### src/rtl/mem_store_if.sv
// mem_store_if: store request / BRAM write-port bundle for mem_store_unit.
//
// Signals
//   req_valid  pipeline -> unit   store request present
//   req_ready  unit -> pipeline   unit can accept a request this cycle
//   req_addr   pipeline -> unit   byte address
//   req_func3  pipeline -> unit   RV32 store func3 (000 SB, 001 SH, 010 SW)
//   req_data   pipeline -> unit   rs2 value (low 8/16/32 bits used)
//   mem_addr   unit -> memory     word address
//   mem_din    unit -> memory     lane-positioned write data
//   mem_we     unit -> memory     per-byte write enables
//   err        unit -> pipeline   one-cycle pulse on a rejected request
//   busy       unit -> pipeline   second half of a split store pending
//
// Modports: master = pipeline side, slave = store unit side.
interface mem_store_if #(
    parameter int WIDTH  = 32,
    parameter int AWIDTH = 14
);
    logic              req_valid;
    logic              req_ready;
    logic [WIDTH-1:0]  req_addr;
    logic [2:0]        req_func3;
    logic [WIDTH-1:0]  req_data;
    logic [AWIDTH-1:0] mem_addr;
    logic [WIDTH-1:0]  mem_din;
    logic [3:0]        mem_we;
    logic              err;
    logic              busy;

    modport master (
        output req_valid, req_addr, req_func3, req_data,
        input  req_ready, mem_addr, mem_din, mem_we, err, busy
    );

    modport slave (
        input  req_valid, req_addr, req_func3, req_data,
        output req_ready, mem_addr, mem_din, mem_we, err, busy
    );
endinterface

### src/rtl/mem_store_unit.sv
// mem_store_unit: RV32 store path. Takes SB/SH/SW requests, positions the
// data in the 32-bit memory word, generates byte write enables and drives a
// synchronous-write BRAM port from registers. Stores that cross a word
// boundary are either split into two consecutive word writes
// (MISALIGN_SPLIT=1) or rejected with an err pulse (MISALIGN_SPLIT=0).
//
// Ports
//   clk  rising-edge clock
//   rst  synchronous, active-high reset
//   bus  mem_store_if.slave: request handshake in, BRAM write port out,
//        err / busy status out
module mem_store_unit #(
    parameter int WIDTH          = 32,
    parameter int AWIDTH         = 14,
    parameter bit MISALIGN_SPLIT = 1'b1
) (
    input  logic         clk,
    input  logic         rst,
    mem_store_if.slave   bus
);

    typedef enum logic [1:0] {
        S_IDLE   = 2'd0,
        S_SECOND = 2'd1
    } state_t;

    state_t             state_q;
    logic [AWIDTH-1:0]  mem_addr_q;
    logic [WIDTH-1:0]   mem_din_q;
    logic [3:0]         mem_we_q;
    logic               err_q;
    logic               busy_q;

    // Second half of a split store, held until the following edge.
    logic [AWIDTH-1:0]  hi_addr_q;
    logic [WIDTH-1:0]   hi_din_q;
    logic [3:0]         hi_we_q;

    logic [1:0]         off;
    logic [AWIDTH-1:0]  wa;
    logic               legal;
    logic [7:0]         nmask;
    logic [WIDTH-1:0]   ndata;
    logic [7:0]         mask8;
    logic [63:0]        data64;
    logic               crosses;
    logic               accept;
    logic               reject;
    logic               unused_addr_bits;

    assign off = bus.req_addr[1:0];
    assign wa  = bus.req_addr[AWIDTH+1:2];
    assign unused_addr_bits = ^bus.req_addr[WIDTH-1:AWIDTH+2];

    // Size decode: byte mask and zero-extended data for the access width.
    always_comb begin
        legal = 1'b1;
        nmask = 8'h00;
        ndata = '0;
        case (bus.req_func3)
            3'b000: begin
                nmask = 8'h01;
                ndata = {24'h0, bus.req_data[7:0]};
            end
            3'b001: begin
                nmask = 8'h03;
                ndata = {16'h0, bus.req_data[15:0]};
            end
            3'b010: begin
                nmask = 8'h0F;
                ndata = bus.req_data;
            end
            default: legal = 1'b0;
        endcase
    end

    // Shift into an 8-lane (two-word) window; the upper four lanes are the
    // part that spills into the next word.
    assign mask8   = nmask << off;
    assign data64  = {32'h0, ndata} << {off, 3'b000};
    assign crosses = |mask8[7:4];

    assign bus.req_ready = (state_q == S_IDLE) && !rst;
    assign accept        = bus.req_valid && bus.req_ready;
    assign reject        = !legal || (crosses && !MISALIGN_SPLIT);

    always_ff @(posedge clk) begin
        if (rst) begin
            state_q    <= S_IDLE;
            mem_addr_q <= '0;
            mem_din_q  <= '0;
            mem_we_q   <= 4'b0000;
            err_q      <= 1'b0;
            busy_q     <= 1'b0;
            hi_addr_q  <= '0;
            hi_din_q   <= '0;
            hi_we_q    <= 4'b0000;
        end else begin
            // Write enable and err are pulses; address/data hold otherwise.
            mem_we_q <= 4'b0000;
            err_q    <= 1'b0;
            case (state_q)
                S_IDLE: begin
                    if (accept) begin
                        if (reject) begin
                            err_q <= 1'b1;
                        end else begin
                            mem_addr_q <= wa;
                            mem_we_q   <= mask8[3:0];
                            mem_din_q  <= data64[31:0];
                            if (crosses) begin
                                // wa+1 wraps naturally at the top word.
                                hi_addr_q <= wa + AWIDTH'(1);
                                hi_we_q   <= mask8[7:4];
                                hi_din_q  <= data64[63:32];
                                busy_q    <= 1'b1;
                                state_q   <= S_SECOND;
                            end
                        end
                    end
                end
                S_SECOND: begin
                    mem_addr_q <= hi_addr_q;
                    mem_we_q   <= hi_we_q;
                    mem_din_q  <= hi_din_q;
                    busy_q     <= 1'b0;
                    state_q    <= S_IDLE;
                end
                default: begin
                    busy_q  <= 1'b0;
                    state_q <= S_IDLE;
                end
            endcase
        end
    end

    assign bus.mem_addr = mem_addr_q;
    assign bus.mem_din  = mem_din_q;
    assign bus.mem_we   = mem_we_q;
    assign bus.err      = err_q;
    assign bus.busy     = busy_q;

endmodule

### src/flat_wrapper.sv
// flat-port wrapper written by rule: the top's interface ports become plain ports
module mem_store_unit_flat 
#(
    parameter int WIDTH          = 32,
    parameter int AWIDTH         = 14,
    parameter bit MISALIGN_SPLIT = 1'b1
)
  (clk, rst, bus_req_valid, bus_req_addr, bus_req_func3, bus_req_data, bus_req_ready, bus_mem_addr, bus_mem_din, bus_mem_we, bus_err, bus_busy);
  mem_store_if #(.WIDTH(WIDTH), .AWIDTH(AWIDTH)) bus_i ();
  input  logic clk;
  input  logic rst;
  input wire logic [$bits(bus_i.req_valid)-1:0] bus_req_valid;
  input wire logic [$bits(bus_i.req_addr)-1:0] bus_req_addr;
  input wire logic [$bits(bus_i.req_func3)-1:0] bus_req_func3;
  input wire logic [$bits(bus_i.req_data)-1:0] bus_req_data;
  output wire logic [$bits(bus_i.req_ready)-1:0] bus_req_ready;
  output wire logic [$bits(bus_i.mem_addr)-1:0] bus_mem_addr;
  output wire logic [$bits(bus_i.mem_din)-1:0] bus_mem_din;
  output wire logic [$bits(bus_i.mem_we)-1:0] bus_mem_we;
  output wire logic [$bits(bus_i.err)-1:0] bus_err;
  output wire logic [$bits(bus_i.busy)-1:0] bus_busy;
  assign bus_i.req_valid = bus_req_valid;
  assign bus_i.req_addr = bus_req_addr;
  assign bus_i.req_func3 = bus_req_func3;
  assign bus_i.req_data = bus_req_data;
  assign bus_req_ready = bus_i.req_ready;
  assign bus_mem_addr = bus_i.mem_addr;
  assign bus_mem_din = bus_i.mem_din;
  assign bus_mem_we = bus_i.mem_we;
  assign bus_err = bus_i.err;
  assign bus_busy = bus_i.busy;
  mem_store_unit #(.WIDTH(WIDTH), .AWIDTH(AWIDTH), .MISALIGN_SPLIT(MISALIGN_SPLIT)) u_core (.clk(clk), .rst(rst), .bus(bus_i));
endmodule
### config.mk
export PLATFORM = sky130hd
export DESIGN_NAME = mem_store_unit_flat
export DESIGN_NICKNAME = d
export VERILOG_FILES = /design/src/rtl/mem_store_if.sv /design/src/rtl/mem_store_unit.sv /design/src/flat_wrapper.sv
export SDC_FILE = /design/constraint.sdc
export NUM_CORES = 1
export LEC_CHECK = 0
export BUFFER_PORTS_ARGS = -buffer_cell sky130_fd_sc_hd__clkbuf_2
export CORE_UTILIZATION = 30
export DETAILED_ROUTE_END_ITERATION = 7
export PLACE_DENSITY = 0.53
export REMOVE_ABC_BUFFERS = 1
export SYNTH_ARGS = -nofsm -noshare
export SYNTH_HDL_FRONTEND = slang
export SYNTH_SLANG_ARGS = --single-unit
### constraint.sdc
create_clock -name clk -period 1.4 [get_ports clk]
set_input_delay 0 -clock clk [delete_from_list [all_inputs] [get_ports clk]]
set_output_delay 0 -clock clk [all_outputs]
set_load 0.1 [all_outputs]
* Word-level counts from Yosys, hierarchy flattened
Cells that the tools add are included.
Widths: inputs -> output; s select.
** Cells by class
- $add $sub $neg :: 1
- $mul :: 0
- Div/mod/pow operators :: 0
- $lt $le $gt $ge :: 0
- Equality and inequality tests :: 4
- Shift operators :: 2
- Mux-type cells :: 13
- Bitwise logic cells :: 2
- Reduce and logical (&&, ||, !) cells :: 13
** Operator list (count)
- $pmux 32 s3 :: 1
- $mux 32 :: 2
- $pmux 32 s2 :: 1
- $shl 32x5->64 :: 1
- $mux 14 :: 2
- $pmux 14 s2 :: 1
- $add 14x1->14 const B :: 1
- $pmux 4 s3 :: 1
- $mux 4 :: 2
- $pmux 4 s2 :: 1
- $shl 4x2->8 :: 1
- $reduce_and 3->1 :: 2
- $reduce_or 3->1 :: 2
- $ne 2x1->1 const B :: 2
- $reduce_and 4->1 :: 1
- $reduce_or 4->1 :: 1
- $eq 3x1->1 const B :: 1
- $eq 3x2->1 const B :: 1
- $logic_not 3->1 :: 1
- $logic_and 1x1->1 :: 2
- $logic_not 2->1 :: 1
- $mux 1 :: 2
- $not 1->1 :: 2
- $reduce_bool 2->1 :: 1
- other kinds (2) :: 2
** Word-level totals
- Register bits :: 102
- Bits in latches :: 0
- Bits in writable memories :: 0
- ROM bits :: 0
- Word-level logic and storage cells :: 43
- Memories :: 0

* Depth between registers and ports, before layout
- Depth in word-level cells :: 6
- Gate-level depth with buffers :: 8
- Mapped depth without buffers :: 5

* Least setup slack after synthesis
OpenSTA, ideal clock, no wires.
- Path kind :: reg2out
- Start :: register, netlist name u_core.bus.busy
- End :: output port bus_req_ready
- Arrival time :: 2568 ps
- Slack :: -1168 ps
- Stages on the path, launching flop included :: 5
- Buffers on the path :: 3
- Cells stage by stage :: dfxtp_1 -> clkbuf_1 -> clkbuf_1 -> clkbuf_1 -> nor2_1
** RTL lines
- to (decl) :: RTL line flat_wrapper.sv:16 : output wire logic [$bits(bus_i.req_ready)-1:0] bus_req_ready;

==> results.cfg <==
[cts]
cts_tree = built
clockBufferDepth = 2
clock_sinks = 93
cts_made_buffers = 9
ctsRootBufferMaster = clkbuf_16
clkLatencyLatePin_ps = 340
clkSlewWorstSetupHoldPaths_ps = 70
htreeDepth = 3

[sta]
fmax_mhz = 664
worst_slack_ps = -106
rsz0062_at_grt = true
relSlewSlack_pct = 62.0
finalSetupViolations = 72
worst_pin_slew_ps = 572
holdWs_ps = 34.1
drv_slew = 0
tns_ps = -2860
period_needed_ps = 1510
min_period_over_period_pct = 108
hold_violations = 0
fin_worst_skew_ps = 7.80

[die]
core_area_um2 = 15400
rows = 45
dieArea_um2 = 16500
die_y_um = 128
initial_core_util_pct = 31.1
ios = 123
die_width_um = 128

[placement]
port_buffers = 106
hpwl_um = 10900
place_congestion = 0.865
place_area_um2 = 5860
dpl_worst_slack_ps = -92.2

[worst_setup_path]
worstReg2RegEnd = u_core.hi_din_q[15]
path_max_fanout = 8
endpoint_kind = register
rr_worst_depth = 6
reg2reg_slack_ps = -110
worstSetupPathType = reg -> reg
worstSetupStartpointType = register
r2r_start = u_core.bus.busy
cp.required_ps = 1680
worstPathArrival_ps = 1780

[min_path]
hp-class = in -> reg
min-delay-start = bus_req_addr[4]
min_delay_path_depth = 3
min_to = u_core.hi_addr_q[2]

[cells_and_area]
final_area_um2 = 6710
diodes = 0
nNetsFinal = 784
fillCellCount = 1581
drive_above_1_share_pct = 32.3
multi_input_area_um2 = 2770
area_delta_synth_final_pct = 39.8
final_common_cell = clkbuf_2
ff_latch_area_um2 = 1870
mostFrequentLayoutCells = 103 x clkbuf_2, 92 x dfxtp_1, 52 x a21oi_1, 41 x nand2_1, 39 x buf_4

[power]
vdd_drop_max_mv = 0.594
power_density_nw_per_um2 = 947
finalPower_w = 0.00635
power.leakage_nw = 2.49

[logic_synthesis]
synth_ff_type = dfxtp_1
synth_edf_count = 0
synth_cells = 572
synth_seq_cells = 93
avgSynthCellArea_um2 = 8.39
syn-cell-area_um2 = 4800
yosysSeqAreaShare_pct = 38.8
synth_cell_types = 48
synth_warnings = 0
synthArstFlopShare_pct = 0

[global_routing]
grt_max_degree = 90
grt-ovfl-total = 0
antenna_found_initial = 0
grt_pass1_wl_um = 25100
globalRouteTotalUtil_pct = 19.6
grt_pass1_vias = 4806

[run_status]
violations = setup timing
outcome = finished with violations

[route]
wirelength_um = 16400
vias_per_cell = 5.36
drt_iter0_drc = 330
vias = 4977
wire_per_inst_um = 17.7
first_pass_iters = 5
ant_nets = 0
drc = 0

[job]
maxCapViolations = 0
-- layout make-up --
cell class | count | share of cell area, %
clock buffers | 12 | 3.82
clock inverters | 4 | 0.336
inverters | 3 | 0.168
multi-input cells | 412 | 41.3
flip-flops and latches | 93 | 27.8
well taps | 211 | 3.94
repair buffers | 194 | 22.6
-- critical path: stages, from the launching register on --
cell,delay [ps]
dfxtp_4,370
nor3b_4,230
and2_4,290
buf_6,140
clkbuf_16,150
nand4_1,100
a21oi_1,150
-- synthesized netlist by cell type (9+ instances only) --
| cell type | count | area share, % |
|---|---|---|
| a31oi_1 | 16 | 2.1 |
| nand2b_1 | 9 | 1.2 |
| xnor2_1 | 9 | 1.6 |
| o22ai_1 | 10 | 1.3 |
| nor3_1 | 9 | 0.94 |
| nand4_1 | 26 | 3.4 |
| nand2_1 | 50 | 3.9 |
| a22oi_1 | 18 | 2.8 |
| and2_1 | 9 | 1.2 |
| mux2i_1 | 16 | 3.3 |
| buf_2 | 25 | 2.6 |
| clkbuf_1 | 26 | 2.0 |
| nor2_1 | 31 | 2.4 |
| nand3_1 | 16 | 1.7 |
| dfxtp_1 | 93 | 39 |
| a311oi_1 | 12 | 2.2 |
| a21oi_1 | 64 | 6.7 |
| a211oi_1 | 21 | 3.3 |
| o21ai_0 | 19 | 2.0 |
-- stage by stage --
step | util (%) | std cells
after floorplan | - | 508
after global placement | 38.0 | 878
after detailed placement | 38.0 | 878
after CTS | 41.9 | 923
after global routing | 43.5 | 929
final | 43.5 | 929
-- kinds of logic (layout without fill, tap and decap cells) --
| family | count (synthesis) | after routing | share of synthesized area [%] |
|---|---|---|---|
| compound gates | 204 | 204 | 28.8 |
| fa+ha+maj | 1 | 1 | 0.261 |
| mux | 16 | 16 | 3.34 |
| simple gates | 178 | 178 | 19.6 |
| xor+xnor | 13 | 13 | 2.37 |
| flops | 93 | 93 | 38.8 |
| buf+inv | 67 | 213 | 6.78 |
-- registers in the layout, indices dropped and copies added, names as in the netlist --
register	flops
u_core.hi_din_q	24
u_core.bus.busy	1
u_core.hi_we_q	3
u_core.hi_addr_q	14
u_core.bus.mem_din	32
u_core.bus.mem_we	4
u_core.bus.mem_addr	14
u_core.bus.err	1
-- how the worst max path moves through the flow --
| stage | from | end | slack (ps) | cells past startpoint |
|---|---|---|---|---|
| after floorplan | u_core.bus.busy | u_core.hi_addr_q[0] | -2130 | 4 |
| after global placement | u_core.bus.busy | u_core.bus.mem_din[13] | -60 | 5 |
| after detailed placement | u_core.bus.busy | u_core.bus.mem_addr[4] | -90 | 5 |
| after CTS | u_core.bus.busy | u_core.bus.mem_addr[12] | -40 | 5 |
| after global routing | u_core.bus.busy | u_core.hi_din_q[18] | -160 | 6 |
| final | u_core.bus.busy | u_core.hi_din_q[15] | -110 | 6 |
-- layer usage --
metal  GRT usage, %  routed length [µm]
met1           24.2                7300
met2           32.4                7790
met3           4.66                 974
met4           8.51                 340
met5              0                   0
-- where the power goes --
group	switching [W]	internal, W	leakage, nW
combinational	0.000840	0.000440	1.60
clock	0.00105	0.00129	0.138
sequential	0.0000301	0.00270	0.753
-- timing repair --
item	4_1_cts	5_1_grt
endpoints found under the hold margin	32	0
buffers inserted	0	2
gates cloned	0	4
endpoints found under the setup margin	76	88
resized for setup	12	33
pin swaps	18	18
hold buffers	29	0
Power figures use the tool's default switching activity.
